<file path="config.mk">
export PLATFORM = sky130hd
export DESIGN_NAME = fast_pixel_feeder
export DESIGN_NICKNAME = d
export VERILOG_FILES = /design/src/rtl/fast_pkg.sv /design/src/rtl/fast_pixel_feeder.sv
export SDC_FILE = /design/constraint.sdc
export NUM_CORES = 1
export LEC_CHECK = 0
export ABC_AREA = 1
export CORE_MARGIN = 1
export CORE_UTILIZATION = 57
export CTS_CLUSTER_SIZE = 30
export DETAILED_ROUTE_END_ITERATION = 12
export PLACE_DENSITY_LB_ADDON = 0.05
export REMOVE_ABC_BUFFERS = 1
export SLEW_MARGIN = 20
export SYNTH_ARGS = -nofsm -noshare
export SYNTH_HDL_FRONTEND = slang
export SYNTH_SLANG_ARGS = --single-unit
</file>
<file path="constraint.sdc">
create_clock -name clk -period 2.1 [get_ports clk]
set_input_delay 0.315 -clock clk [delete_from_list [all_inputs] [get_ports clk]]
set_output_delay 0.315 -clock clk [all_outputs]
set_load 0.02 [all_outputs]
</file>
<file path="src/rtl/fast_pkg.sv">
// Shared definitions for the FAST front end: feeder state encoding, default
// frame geometry and the pixel/coordinate widths the patch builder and NMS use.
package fast_pkg;

    typedef enum logic [2:0] {
        ST_IDLE,
        ST_STREAM,
        ST_PAD,
        ST_DROP,
        ST_FLUSH
    } feeder_state_e;

    localparam int COL_NUM_DEF      = 640;
    localparam int ROW_NUM_DEF      = 480;
    localparam int PIXEL_WIDTH_DEF  = 8;
    localparam int FLUSH_CYCLES_DEF = 3 * COL_NUM_DEF + 16;

    localparam int COL_WIDTH_DEF    = $clog2(COL_NUM_DEF);
    localparam int ROW_WIDTH_DEF    = $clog2(ROW_NUM_DEF);

endpackage

</file>
<file path="src/rtl/fast_pixel_feeder.sv">
// FAST pipeline front end. Takes DMA pixels from AXI4-Stream and drives the
// line buffer with exactly COL_NUM x ROW_NUM registered enables per frame,
// padding short lines and dropping the tail of long ones, then issues
// FLUSH_CYCLES dummy enables to drain the patch/score pipeline and pulses
// frame_done. FLUSH_CYCLES must stay below 6*COL_NUM.
module fast_pixel_feeder
    import fast_pkg::*;
#(
    parameter int                     COL_NUM      = COL_NUM_DEF,
    parameter int                     ROW_NUM      = ROW_NUM_DEF,
    parameter int                     PIXEL_WIDTH  = PIXEL_WIDTH_DEF,
    parameter int                     FLUSH_CYCLES = FLUSH_CYCLES_DEF,
    parameter logic [PIXEL_WIDTH-1:0] PAD_VALUE    = '0
) (
    input  logic                   clk,
    input  logic                   rst_n,
    input  logic                   enable,
    input  logic                   stall,
    input  logic [PIXEL_WIDTH-1:0] s_axis_tdata,
    input  logic                   s_axis_tvalid,
    output logic                   s_axis_tready,
    input  logic                   s_axis_tuser,
    input  logic                   s_axis_tlast,
    output logic [PIXEL_WIDTH-1:0] pix_data,
    output logic                   pix_ce,
    output logic                   busy,
    output logic                   frame_done,
    output logic                   err_eol,
    output logic                   err_sof,
    input  logic                   err_clr
);

    localparam int COL_W   = $clog2(COL_NUM);
    localparam int ROW_W   = $clog2(ROW_NUM);
    localparam int FLUSH_W = $clog2(FLUSH_CYCLES + 1);

    localparam logic [COL_W-1:0]   COL_LAST   = COL_W'(COL_NUM - 1);
    localparam logic [ROW_W-1:0]   ROW_LAST   = ROW_W'(ROW_NUM - 1);
    localparam logic [FLUSH_W-1:0] FLUSH_LAST = FLUSH_W'(FLUSH_CYCLES - 1);

    feeder_state_e          state_q, state_d;
    logic [COL_W-1:0]       col_q, col_d;
    logic [ROW_W-1:0]       row_q, row_d;
    logic [FLUSH_W-1:0]     flush_cnt_q, flush_cnt_d;
    logic [PIXEL_WIDTH-1:0] pix_data_q, pix_data_d;
    logic                   pix_ce_q, pix_ce_d;
    logic                   done_arm_q, done_arm_d;
    logic                   frame_done_q;
    logic                   err_eol_q, err_eol_d;
    logic                   err_sof_q, err_sof_d;
    logic                   ready;
    logic                   beat;
    logic                   set_eol, set_sof;

    // Per-state ready. In IDLE a stalled start-of-frame beat is held off so
    // pixel (0,0) is never swallowed, while non-tuser beats keep draining.
    always_comb begin
        // NOTE: every signal written in always_comb gets a default first, so no path can infer a latch.
        ready = 1'b0;
        unique case (state_q)
            ST_IDLE:   ready = enable & ~(stall & s_axis_tuser);
            ST_STREAM: ready = ~stall;
            ST_DROP:   ready = 1'b1;
            default:   ready = 1'b0;
        endcase
    end

    // tready is forced low while reset is asserted, since IDLE would otherwise echo enable.
    assign s_axis_tready = rst_n & ready;
    assign beat          = s_axis_tvalid & ready;

    // Next-state logic: FSM transitions, col/row/flush counters and the pixel bus.
    always_comb begin
        state_d     = state_q;
        col_d       = col_q;
        row_d       = row_q;
        flush_cnt_d = flush_cnt_q;
        pix_data_d  = pix_data_q;
        pix_ce_d    = 1'b0;
        done_arm_d  = 1'b0;
        set_eol     = 1'b0;
        set_sof     = 1'b0;

        unique case (state_q)
            ST_IDLE: begin
                if (beat && s_axis_tuser) begin
                    pix_ce_d   = 1'b1;
                    pix_data_d = s_axis_tdata;
                    col_d      = col_q + 1'b1;
                    state_d    = ST_STREAM;
                end
            end

            ST_STREAM: begin
                if (beat) begin
                    pix_ce_d   = 1'b1;
                    pix_data_d = s_axis_tdata;
                    set_sof    = s_axis_tuser;
                    if (col_q == COL_LAST) begin
                        col_d = '0;
                        if (row_q == ROW_LAST) begin
                            // Final pixel of the frame: tlast is not checked here.
                            state_d = ST_FLUSH;
                        end else begin
                            row_d = row_q + 1'b1;
                            if (!s_axis_tlast) begin
                                set_eol = 1'b1;
                                state_d = ST_DROP;
                            end
                        end
                    end else begin
                        col_d = col_q + 1'b1;
                        if (s_axis_tlast) begin
                            set_eol = 1'b1;
                            state_d = ST_PAD;
                        end
                    end
                end
            end

            ST_PAD: begin
                if (!stall) begin
                    pix_ce_d   = 1'b1;
                    pix_data_d = PAD_VALUE;
                    if (col_q == COL_LAST) begin
                        col_d = '0;
                        if (row_q == ROW_LAST) begin
                            state_d = ST_FLUSH;
                        end else begin
                            row_d   = row_q + 1'b1;
                            state_d = ST_STREAM;
                        end
                    end else begin
                        col_d = col_q + 1'b1;
                    end
                end
            end

            ST_DROP: begin
                // The row counter already points at the next line; the last
                // line never enters DROP because it goes straight to FLUSH.
                if (beat && s_axis_tlast) begin
                    state_d = ST_STREAM;
                end
            end

            ST_FLUSH: begin
                if (!stall) begin
                    pix_ce_d   = 1'b1;
                    pix_data_d = PAD_VALUE;
                    if (flush_cnt_q == FLUSH_LAST) begin
                        flush_cnt_d = '0;
                        row_d       = '0;
                        col_d       = '0;
                        done_arm_d  = 1'b1;
                        state_d     = ST_IDLE;
                    end else begin
                        flush_cnt_d = flush_cnt_q + 1'b1;
                    end
                end
            end

            default: state_d = ST_IDLE;
        endcase
    end

    // Sticky error flags; a same-cycle clear beats a set.
    always_comb begin
        err_eol_d = err_clr ? 1'b0 : (err_eol_q | set_eol);
        err_sof_d = err_clr ? 1'b0 : (err_sof_q | set_sof);
    end

    // State, counters and the output register stage.
    always_ff @(posedge clk or negedge rst_n) begin
        if (!rst_n) begin
            state_q      <= ST_IDLE;
            col_q        <= '0;
            row_q        <= '0;
            flush_cnt_q  <= '0;
            pix_data_q   <= '0;
            pix_ce_q     <= 1'b0;
            done_arm_q   <= 1'b0;
            frame_done_q <= 1'b0;
            err_eol_q    <= 1'b0;
            err_sof_q    <= 1'b0;
        end else begin
            // NOTE: non-blocking assignments here so every register samples the pre-edge values.
            state_q      <= state_d;
            col_q        <= col_d;
            row_q        <= row_d;
            flush_cnt_q  <= flush_cnt_d;
            pix_data_q   <= pix_data_d;
            pix_ce_q     <= pix_ce_d;
            done_arm_q   <= done_arm_d;
            frame_done_q <= done_arm_q;
            err_eol_q    <= err_eol_d;
            err_sof_q    <= err_sof_d;
        end
    end

    assign pix_data   = pix_data_q;
    assign pix_ce     = pix_ce_q;
    assign busy       = (state_q != ST_IDLE);
    assign frame_done = frame_done_q;
    assign err_eol    = err_eol_q;
    assign err_sof    = err_sof_q;

endmodule
</file>
==> metrics.md <==
| Metric | Value |
|---|---|
| Status | `finished clean` |
| Nets | `445` |
| Seq/Total Area, Yosys | `40.5%` |
| Clk slew on worst S/H paths | `0.09 ns` |
| Grt total ovfl | `0` |
| HPWL after DPL | `4660 µm` |
| Max FO, Critical Path | `5` |
| Top Usage Layer GRT | `met2` |
| Met2 global-route usage | `40.9%` |
| Rows | `25` |
| CTS tree | `built` |
| Core Area | `0.00475 mm²` |
| Critical Path RT | `1.78 ns` |
| Worst min path class | `primary input to asynchronous set/reset pin` |
| CTS H-tree depth | `2` |
| Worst slew pin tran | `0.580 ns` |
| Max Clock Freq | `516 MHz` |
| Setup bufs post-CTS | `0` |
| VDD IR-drop max | `576 µV` |
| Longest Clk Path Bufs | `2` |
| Post-CTS Hold Buffers | `0` |
| Via density | `5.25` |
| Worst Path Class, Setup | `register to output port` |
| Yosys reg bits | `46` |
| Die width | `72.6 µm` |
| CP arrival | `1.62 ns` |
| GPL Wtd Cong | `0.840` |
| Vias | `2593` |
| Leading post-synthesis cells by cell area | `dfrtp_1 40%, nand2_1 16%, nand3_1 7.2%` |
| Initial core utilization | `59.8%` |
| Post-Layout Cell Count | `494` |
| GRT Util Overall | `25.0%` |
| Die height | `72.6 µm` |
| Setup tns final | `0 ns` |
| CP max stage cell | `clkdlybuf4s50_1` |
| Met3 Use GR | `4.70%` |
| Power density over the cells | `951 mW/mm²` |
| Antenna violations before repair | `0` |
| Commonest cells after routing, fill and taps aside | `124 x nand2_1, 46 x dfrtp_1, 41 x nand3_1` |
| Area Growth Syn to Fin | `17.4%` |
| Pleak | `1.62 nW` |
| Met1 Resource Use GR | `33.7%` |
| Num CTS Buffers | `5` |
| Slew HR | `61.4%` |
| Largest net degree at the start of global routing | `47` |
| Post_cts resized | `1` |
| Final setup fails | `0` |
| Commonest non-fill, non-tap cell in the layout | `nand2_1` |
| Antenna cell count | `0` |
| IO Count | `30` |
| Clock sink count | `46` |
| Total wire length | `6140 µm` |
| CP cell instances | `inv_1, nand2_2, clkdlybuf4s50_1` |
| Routed Antenna Nets | `0` |
| Cell taking the most area after synthesis | `dfrtp_1` |
| Final min period | `1.94 ns` |
| First-pass GRT wire length | `10200 µm` |
| First-pass DRT Iterations | `4` |
| Layout cell share with drive strength beyond 1 | `12.9%` |
| Post-Synthesis Cells | `383` |
| RSZ-0062 raised after global routing | `no` |
| Netlist cell types | `32` |
| CTS root buffer | `clkbuf_8` |
| Placed cells | `486` |
| Final worst path period share | `92.3%` |
| Syn_area_per_cell | `7.42 µm²` |
| Drt wl/cell | `12.4 µm` |
| Vias in the first global route | `2270` |
| Biggest cell delay along the critical path | `0.62 ns` |
| Clock Skews | `0.0137 ns` |
| Drt drc | `0` |
| IO Port Bufs | `29` |
| Synth Warn # | `0` |
| Max-cap violations | `0` |
| 1st-iter DRT viols | `199` |
| Worst Setup Start Kind | `register` |
| Clk_lat worst skew | `0.30 ns` |
| Area share of the largest cell type after synthesis | `40.5%` |
| Area of the mapped netlist | `0.00284 mm²` |
| Crit end category | `output port` |
| Max Transition Viols Final | `0` |
| Die ar. | `0.00527 mm²` |
| Fin. Hold Viols | `0` |
==> worst max-delay path, delay by kind of cell, from the launching register on <==
kind	cells	cell delay [ns]
buf+inv	2	0.74
flops	1	0.46
simple gates	1	0.14
==> state kept, by name, indices dropped and copies added, names as in the netlist <==
register,flops
row_q,9
err_eol,1
col_q,10
flush_cnt_q,11
pix_ce,1
err_sof,1
pix_data,8
frame_done,1
state_q,3
done_arm_q,1
==> stage by stage <==
| stage | worst slack (ns) | hold WS, ns | power, W | utilization (%) | cell area, µm² |
|---|---|---|---|---|---|
| 2_1_floorplan | 0.420 | 0.0194 | 0.00210 | - | 2810 |
| 3_3_place_gp | 0.0442 | 0.339 | 0.00265 | 68.4 | 3250 |
| 3_5_place_dp | 0.0143 | 0.341 | 0.00267 | 68.4 | 3250 |
| 4_1_cts | 0.158 | 0.183 | 0.00321 | 70.2 | 3340 |
| 5_1_grt | 0.0831 | 0.208 | 0.00342 | 70.2 | 3340 |
| 6_report | 0.161 | 0.168 | 0.00317 | 70.2 | 3340 |
==> per-layer routing <==
metal	vias up	wire length [µm]
li1	1311	-
met1	1203	2840
met2	72	2950
met3	7	267
met4	0	75
met5	-	0
==> where the power goes <==
| part | internal (W) | switching, W | leakage, nW |
|---|---|---|---|
| clock | 0.000235 | 0.000298 | 0.0452 |
| combinational | 0.000573 | 0.000938 | 0.977 |
| sequential | 0.00103 | 0.000102 | 0.599 |
==> cell type report <==
cell class	count	area [µm²]
Clock buffer	6	72.6
Clock inverter	2	13.8
Fill cell	429	1420
Inverter	46	173
Multi-Input combinational cell	288	1490
Sequential cell	46	1150
Tap cell	67	83.8
Timing Repair Buffer	39	359
==> synth_stat cells <==
library cell / count
xor2_1: 11
dfrtp_1: 46
a31oi_1: 2
nor3_1: 7
o21ai_0: 5
o21ai_1: 6
nor3b_1: 1
nand3_2: 2
nor3_2: 1
o21ai_2: 4
nand4_4: 1
nor2_4: 6
nand3_4: 1
a21oi_1: 8
xnor2_1: 2
nand2_2: 10
inv_1: 40
inv_2: 6
a21oi_4: 1
nand3_1: 41
and2_1: 1
a221oi_1: 1
nor2_1: 32
ha_1: 3
buf_6: 3
nor2_2: 3
nand2_1: 124
o21a_1: 1
nor4_1: 2
nand4_1: 9
o211ai_1: 1
nor4_2: 2
==> logic make-up (layout without fill, tap and decap cells) <==
family / count (synthesis) / after routing / share of synthesized area [%]
xor gates and xnor gates: 13 / 13 / 4.01
AOI/OAI and AO/OA: 29 / 29 / 6.43
buffers and inverters: 49 / 93 / 7.26
DFF: 46 / 46 / 40.5
and+or+nand+nor: 243 / 243 / 40.5
adders and majority gates: 3 / 3 / 1.32
==> final timing paths <==
path / startpoint / endpoint / slack (ns) / cells past startpoint
worst max-delay path: state_q[2] / busy / 0.16 / 3
worst min-delay path: rst_n / flush_cnt_q[0] / 0.17 / 2
worst max register to register: flush_cnt_q[1] / row_q[2] / 0.25 / 9
worst min register to register: done_arm_q / frame_done / 0.36 / 0
max in group asynchronous: rst_n / err_sof / 1.53 / 2
min in group clk: done_arm_q / frame_done / 0.36 / 0
(Power assumes the default switching activity.)
